## src/rtl/param_rr_arbiter.sv

```systemverilog
// param_rr_arbiter
//   N-requester arbiter with selectable fixed-priority or round-robin policy.
//   The owner keeps the grant for as long as it requests. The grant, its index
//   and the valid flag are registered and one-hot. A request reaches the grant
//   one clock later. There is no combinational path from request to grant.
//
// Optional feature (macro ARB_TIMEOUT_EN):
//   When defined, an owner that has held the grant for MAX_HOLD cycles while
//   another requester is waiting is forced to hand over. When undefined, the
//   hold counter does not exist and the owner keeps the grant indefinitely.
//
// Parameters:
//   N_REQ     number of requesters, 2..16
//   MAX_HOLD  grant cycles before forced rotation (>=1, timeout build only)
//   ID_W      derived width of o_grant_id
//
// Ports:
//   i_clk          clock, rising edge
//   i_rst          synchronous active-high reset
//   i_request      per-requester level request
//   i_prio_mode    0 = round-robin, 1 = fixed priority (highest index wins)
//   o_grant        registered one-hot grant, or all zeros
//   o_grant_id     index of current owner, 0 when o_grant_valid is low
//   o_grant_valid  high while any grant bit is set
//
// State    | meaning
// ---------|--------------------------------------------------------------
// S_IDLE   | no owner, outputs zero, any request starts an arbitration
// S_GRANT  | one owner holds the grant until it releases (or times out)

module param_rr_arbiter #(
  parameter int  N_REQ    = 4,
  parameter int  MAX_HOLD = 8,
  localparam int ID_W     = $clog2(N_REQ)
) (
  input  logic             i_clk,
  input  logic             i_rst,
  input  logic [N_REQ-1:0] i_request,
  input  logic             i_prio_mode,
  output logic [N_REQ-1:0] o_grant,
  output logic [ID_W-1:0]  o_grant_id,
  output logic             o_grant_valid
);

  if (N_REQ < 2 || N_REQ > 16 || MAX_HOLD < 1) begin : g_param_check
    $error("param_rr_arbiter: N_REQ must be 2..16 and MAX_HOLD >= 1");
  end

  typedef enum logic {
    S_IDLE  = 1'b0,
    S_GRANT = 1'b1
  } state_t;

  state_t           r_state;
  logic [N_REQ-1:0] r_grant;
  logic [ID_W-1:0]  r_grant_id;
  logic             r_grant_valid;
  logic [ID_W-1:0]  r_ptr;

  logic [N_REQ-1:0] w_cand;
  logic             w_arb;
  logic             w_release;
  logic [ID_W-1:0]  w_win;
  logic [ID_W-1:0]  w_ptr_nxt;

`ifdef ARB_TIMEOUT_EN
  localparam int              HC_W      = (MAX_HOLD > 1) ? $clog2(MAX_HOLD) : 1;
  localparam logic [HC_W-1:0] HOLD_LAST = HC_W'(MAX_HOLD - 1);

  logic [HC_W-1:0] r_hold_cnt;
  logic [HC_W-1:0] w_hold_nxt;
`endif

  // Next-state decision: whether to arbitrate this edge and over which set.
  always_comb begin
    w_cand    = i_request;
    w_arb     = 1'b0;
    w_release = 1'b0;
`ifdef ARB_TIMEOUT_EN
    w_hold_nxt = r_hold_cnt;
`endif
    case (r_state)
      S_IDLE: begin
        w_arb = |i_request;
      end
      S_GRANT: begin
        if (|(i_request & r_grant)) begin
`ifdef ARB_TIMEOUT_EN
          if (r_hold_cnt == HOLD_LAST) begin
            // Owner's slot is used up: rotate away only if someone is waiting,
            // otherwise start a fresh slot for the same owner.
            w_hold_nxt = '0;
            if (|(i_request & ~r_grant)) begin
              w_cand = i_request & ~r_grant;
              w_arb  = 1'b1;
            end
          end else begin
            w_hold_nxt = r_hold_cnt + HC_W'(1);
          end
`endif
        end else if (|i_request) begin
          // Owner released with others pending: hand over back-to-back.
          w_arb = 1'b1;
        end else begin
          w_release = 1'b1;
        end
      end
      default: begin
        w_release = 1'b1;
      end
    endcase
  end

  // Winner selection over the candidate set.
  always_comb begin
    int idx;
    idx   = 0;
    w_win = '0;
    if (i_prio_mode) begin
      // Ascending scan, last hit wins -> highest set index.
      for (int i = 0; i < N_REQ; i++) begin
        if (w_cand[i]) w_win = ID_W'(i);
      end
    end else begin
      // Descending offset scan from the pointer, last hit wins -> the first
      // set index at or above r_ptr, wrapping past N_REQ-1 back to 0.
      for (int k = N_REQ - 1; k >= 0; k--) begin
        idx = int'(r_ptr) + k;
        if (idx >= N_REQ) idx = idx - N_REQ;
        if (w_cand[ID_W'(idx)]) w_win = ID_W'(idx);
      end
    end
    w_ptr_nxt = (w_win == ID_W'(N_REQ - 1)) ? '0 : w_win + ID_W'(1);
  end

  always_ff @(posedge i_clk) begin
    if (i_rst) begin
      r_state       <= S_IDLE;
      r_grant       <= '0;
      r_grant_id    <= '0;
      r_grant_valid <= 1'b0;
      r_ptr         <= '0;
`ifdef ARB_TIMEOUT_EN
      r_hold_cnt    <= '0;
`endif
    end else if (w_arb) begin
      r_state       <= S_GRANT;
      r_grant       <= {{(N_REQ-1){1'b0}}, 1'b1} << w_win;
      r_grant_id    <= w_win;
      r_grant_valid <= 1'b1;
      r_ptr         <= w_ptr_nxt;
`ifdef ARB_TIMEOUT_EN
      r_hold_cnt    <= '0;
`endif
    end else if (w_release) begin
      r_state       <= S_IDLE;
      r_grant       <= '0;
      r_grant_id    <= '0;
      r_grant_valid <= 1'b0;
`ifdef ARB_TIMEOUT_EN
      r_hold_cnt    <= '0;
`endif
    end else begin
`ifdef ARB_TIMEOUT_EN
      r_hold_cnt    <= w_hold_nxt;
`endif
    end
  end

  assign o_grant       = r_grant;
  assign o_grant_id    = r_grant_id;
  assign o_grant_valid = r_grant_valid;

endmodule

```

## config.mk

```make
export PLATFORM = sky130hd
export DESIGN_NAME = param_rr_arbiter
export DESIGN_NICKNAME = d
export VERILOG_FILES = /design/src/rtl/param_rr_arbiter.sv
export SDC_FILE = /design/constraint.sdc
export NUM_CORES = 1
export LEC_CHECK = 0
export CAP_MARGIN = 20
export CELL_PAD_IN_SITES_DETAIL_PLACEMENT = 0
export CELL_PAD_IN_SITES_GLOBAL_PLACEMENT = 1
export CORE_MARGIN = 3
export CORE_UTILIZATION = 34
export DETAILED_ROUTE_END_ITERATION = 7
export PLACE_DENSITY_LB_ADDON = 0.1
export SYNTH_ARGS = -nofsm -noshare
export SYNTH_HDL_FRONTEND = slang
export SYNTH_SLANG_ARGS = --single-unit
```

## constraint.sdc

```tcl
create_clock -name i_clk -period 2.3 [get_ports i_clk]
set_input_delay 0.46 -clock i_clk [delete_from_list [all_inputs] [get_ports i_clk]]
set_output_delay 0.46 -clock i_clk [all_outputs]
set_load 0.005 [all_outputs]
```

==> results of run 1 <==
==> path summary, 6_finish.rpt <==
kind	end	slack, ps	depth (start not counted)	from
setup / recovery	r_ptr[1]	150	8	i_request[3]
hold / removal	o_grant_id[0]	470	2	o_grant_id[0]
setup reg to reg	r_ptr[1]	450	8	r_ptr[1]
hold reg to reg	o_grant_id[0]	470	2	o_grant_id[0]
==> registers in the layout (all words and copies together) (netlist names) <==
name,cells
o_grant_valid,1
o_grant_id,2
r_ptr,2
o_grant,4
==> cells in the mapped netlist, types with 2 or more instances <==
cell / instances / area (um^2)
nor2_1: 7 / 26.3
a21oi_1: 5 / 25.0
inv_1: 6 / 22.5
nor3_1: 2 / 10.0
ha_1: 4 / 50.1
a22oi_1: 7 / 52.6
nand2b_1: 2 / 12.5
dfxtp_1: 9 / 180
==> critical path, delay by kind of cell <==
family                     cells  cell delay (ps)
adders and majority gates      1              300
AOI/OAI and AO/OA              1              120
and+or+nand+nor                3              640
buffers and inverters          2              640
muxes                          1              130
==> area by class of cell <==
cell class              count  area (um^2)  share of cell area
flip-flops and latches      9          180               0.219
inverters                   6         22.5              0.0273
repair buffers             23          205               0.249
clock buffers               4         26.3              0.0319
multi-input cells          45          370               0.449
well taps                  16         20.0              0.0243
==> power groups by stage <==
stage	Clock (mW)	Sequential, mW	Combinational (mW)
global placement	0	0.199	0.166
global route	0.131	0.198	0.194
CTS	0.127	0.195	0.169
finish	0.121	0.195	0.174
detailed placement	0	0.198	0.168
floorplan	0	0.196	0.0920
==> metal layers <==
metal / vias up / track usage / wire length (um)
met5: - / 0 / 0
met4: 0 / 0.0994 / 19
met3: 2 / 0.0383 / 69
met2: 10 / 0.203 / 647
met1: 251 / 0.204 / 675
li1: 278 / - / -
==> cells by family after synthesis <==
kind of cell    count (synthesis)  synth area share
compound gates                 21             0.308
simple gates                   19             0.211
flops                           9             0.319
buf+inv                         8            0.0554
fa+ha+maj                       4            0.0887
mux                             1            0.0177
==> through the flow <==
step / hold slack [ps] / setup TNS, ps / total power, mW / instance area, um^2
after global routing: 498 / -12.7 / 0.523 / 825
final: 468 / 0 / 0.490 / 825
after CTS: 471 / 0 / 0.491 / 807
after floorplan: 458 / 0 / 0.288 / 564
after detailed placement: 459 / -508 / 0.366 / 781
after global placement: 451 / -479 / 0.365 / 781
==> results.md, run 1 <==
* # DRC at 0
* Clock power frac at 0.247
* Port bufs at 13
* Number of antenna diodes at 0
* Fin cells at 103
* Ys flop type: dfxtp_1
* CTS Sinks at 9
* P_sw at 0.155 mW
* Mapped Area at 564 um^2
* Final period util at 0.937
* Global Route Usage Sum at 0.149
* Via count at 541
* Final Skew at 0.390 ps
* Hold buffer count at cts at 0
* Part of the power in registers at 0.399
* H-Tree Depth at 1
* Worst-Margin Slew at 445 ps
* Filler Cells Inserted at 153
* Pin count of the biggest net entering global routing at 11
* Total die area at roughly 2200 um^2
* Post-synthesis async set-or-reset flop share at 0
* Hpwl dp at 1030 um
* DIE WIDTH at 46.7 um
* Vias/cell at 5.25
* CP max stage delay at roughly 520 ps
* Final setup vio count at 0
* CTS max path bufs at 2
* Pwr Density at 594 nW/um^2
* Syn Inst Count at between 60 and 70
* Core area at approximately 1500 um^2
* Final core utilization at 0.535
* Initial drt markers at 16
* Int Pwr at 0.334 mW
* Type of the tightest min-delay check: flop to flop
* I/O pin cnt at 14
* Syn Nets at 73
* Synth-to-layout area growth at 46.1%
* Critical path cell sequence: clkdlybuf4s50_1, nor2b_1, a2111oi_4, nor3_2, inv_1, ha_1, mux2i_1, nor2_1
* Comb power frac at 0.354
* Setup ws final at between 100 and 150 ps
* F_max at 464 MHz
* Slew Viols, Final at 0
* First-pass GRT wire length at around 2300 um
* Max-slew headroom at 0.701
* Critical path startpoint category: primary input
* Sequential area share after synthesis at 0.319
* Final min period at 2150 ps
* Total setup buffers inserted after CTS at 0
* Num CTS Buffers at 3
* Register bit total from synthesis at 9
* Row count at 14
* CTS root buf: clkbuf_4
* CP Capture Type: flop
* Warnings, synthesis at 0
* Most frequent cells in the layout: clkdlybuf4s50_1 (13), buf_4 (10), dfxtp_1 (9)
* Lkg Pwr at 0.329 nW
* CTS resizes at 0
* WL final at approximately 1400 um
* Maxcap violations at 0
* Post-synthesis average cell area at around 9 um^2
* Dpl cells at 99
* Worst-Skew Late Latency at 260 ps
* Slowest cell on crit path: clkdlybuf4s50_1
* CTS tree: done
* Distinct cells, synth at 28
* Die Y at between 40 and 50 um
* Layout cells sized above 1 at 0.264
* Starting Density at 0.366
* Post-DRT Antenna Nets at 0
* WL per Instance at 13.7 um
* Vias in the first global route at 516
* Commonest non-fill, non-tap cell in the layout: clkdlybuf4s50_1
* Required time worst endpoint at 2440 ps
* Dpl ws at -188 ps
* EDFF count, synth at 0
* CP max FO at 7
* Overflow after GRT at 0
* Nets at 99
* VDD IR max at 0.385 mV
* Critical path type: primary input to flop
* Switching share of power at 0.317
* Initial DRT Pass Iterations at 4
* Antenna violations before repair at 0
* Arr. time, crit path at around 2300 ps
* Worst-path clk slew at 60 ps
* Hold Fails Final Rpt at 0
* Placer congestion estimate at about 0.84
* Outcome: complete, no violations
Power figures use the tool's default switching activity.
==> run 2: changes to the inputs <==
CORE_UTILIZATION = 36   (was 34)
CTS_BUF_LIST = sky130_fd_sc_hd__clkbuf_4 sky130_fd_sc_hd__clkbuf_8   (was not set)
==> results.md, run 2 (synthesis gave the netlist of run 1 again) <==
* Hpwl dp at 1010 um
* Design Area, Final at 807 um^2
* Arr. time, crit path at 2260 ps
* Layout cells sized above 1 at 0.267
* Most frequent cells in the layout: clkdlybuf4s50_1 (13), dfxtp_1 (9), buf_4 (9)
* Critical path type: primary input to flop
* First-pass GRT wire length at 2250 um
* Required time worst endpoint at around 2400 ps
* M1 GR Usage at 0.205
* Placer congestion estimate at 0.873
* CP max FO at 7
* CP max stage delay at 600 ps
* WL final at 1350 um
* Maxcap violations at 0
* Outcome: complete, no violations
* Critical path cell sequence: clkdlybuf4s50_1, nor2b_1, a2111oi_2, nor3_2, inv_1, ha_1, mux2i_1, nor2_1
* Overflow after GRT at 0
* RSZ-0062 raised after global routing: no
* Worst-Margin Slew at 438 ps
* Buf/Inv on CP at 2
* Dpl cells at just under 100
* Pwr Density at 614 nW/um^2
* Total die area at 2080 um^2
* Final setup vio count at 0
* Total setup buffers inserted after CTS at 0
* Final period util at 0.921
* Lkg Pwr at 0.327 nW
* Starting Density at 0.408
* # DRC at 0
* CTS root buf: clkbuf_4
* Number of antenna diodes at 0
* F_max at around 470 MHz
* Num CTS Buffers at 3
* Tot Pwr at just under 0.5 mW
* VDD IR max at roughly 0.46 mV
* GRT met3 Usage at 0.0158
* Antenna violations before repair at 0
* Initial DRT Pass Iterations at 4
* Pin count of the biggest net entering global routing at 11
* CTS max path bufs at 2
* Fin cells at 101
* Type of the tightest min-delay check: flop to flop
* Via count at approximately 560
* Worst-path clk slew at around 60 ps
* Row count at 13
* WHS at ~470 ps
* WL per Instance at 13.3 um
* Slew Viols, Final at 0
* Synth-to-layout area growth at 43.0%
* Vias/cell at 5.52
* Core area at between 1000 and 1500 um^2
* Worst-Skew Late Latency at 260 ps
* Slowest cell on crit path: clkdlybuf4s50_1
* Layer with the highest usage: met2
* Post-DRT Antenna Nets at 0
* Max-slew headroom at 0.706
* CP Capture Type: flop
* Max reg flops at 4
* CTS tree: done
* Final Skew at 2.79 ps
* Reg2reg setup slack at 470 ps
* I/O pin cnt at 14
* Vias in the first global route at 530
* Hold Fails Final Rpt at 0
* H-Tree Depth at 1
* Delay-heaviest family, CP: buffers and inverters
* Die Y at 45.6 um
* Global Route Usage Sum at 0.155
* Final min period at approximately 2100 ps
* Placed cell area at 772 um^2
* Filler Cells Inserted at between 100 and 150
* Port bufs at 13
* Initial drt markers at 11
* Critical path startpoint category: primary input
* DIE WIDTH at 45.6 um
* Commonest non-fill, non-tap cell in the layout: clkdlybuf4s50_1
* CTS Sinks at 9
* Met2 Use GR at 0.217
* Nets at 98
[run 2: cell count changes in the layout (fill, tap and decap cells not counted), sizes merged]
cell  change
buf       -1
[run 2: path summary, 6_finish.rpt]
| check | to | cells past startpoint | from |
|---|---|---|---|
| worst min register to register | o_grant_id[0] | 2 | o_grant_id[0] |
| worst max-delay path | r_ptr[1] | 8 | i_request[3] |
| worst max register to register | r_ptr[1] | 8 | r_ptr[1] |
| worst min-delay path | o_grant_id[0] | 2 | o_grant_id[0] |
[run 2: stage by stage]
stage                     TNS (ps)  utilization  setup WS, ps
final                            0        0.584           182
after global placement        -500        0.558          -166
after CTS                        0        0.580          73.0
after global routing             0        0.584          48.1
after detailed placement      -551        0.558          -202
after floorplan                  0            -           449
[run 2: layer usage]
metal | wire length [um] | share of wire
met1 | 645 | 0.48
met2 | 590 | 0.44
met3 | 63 | 0.047
met4 | 49 | 0.036
met5 | 0 | 0
[run 2: repair_timing]
action                                  in CTS  in global routing
endpoints found under the hold margin        0                  0
gates resized for setup                      0                  1
hold buffers                                 0                  0
endpoints found under the setup margin       0                  3
[run 2: area by class of cell]
cell class                      instances  area (um^2)  share of cell area
Clock buffer                            4         30.0              0.0372
Timing Repair Buffer                   22          198               0.245
Multi-Input combinational cell         45          358               0.443
Inverter                                6         22.5              0.0279
Sequential cell                         9          180               0.223
Tap cell                               15         18.8              0.0233
[run 2: worst min-delay path, delay by kind of cell (launching register included)]
family          cells  cell delay, ps
compound gates      1              50
flops               1             320
simple gates        1              60
[run 2: power breakdown]
part           internal [mW]  leakage, nW  total, mW  switching, mW
registers              0.176       0.0746      0.196         0.0197
clock network         0.0786       0.0184      0.133         0.0540
logic                 0.0890        0.234      0.167         0.0782
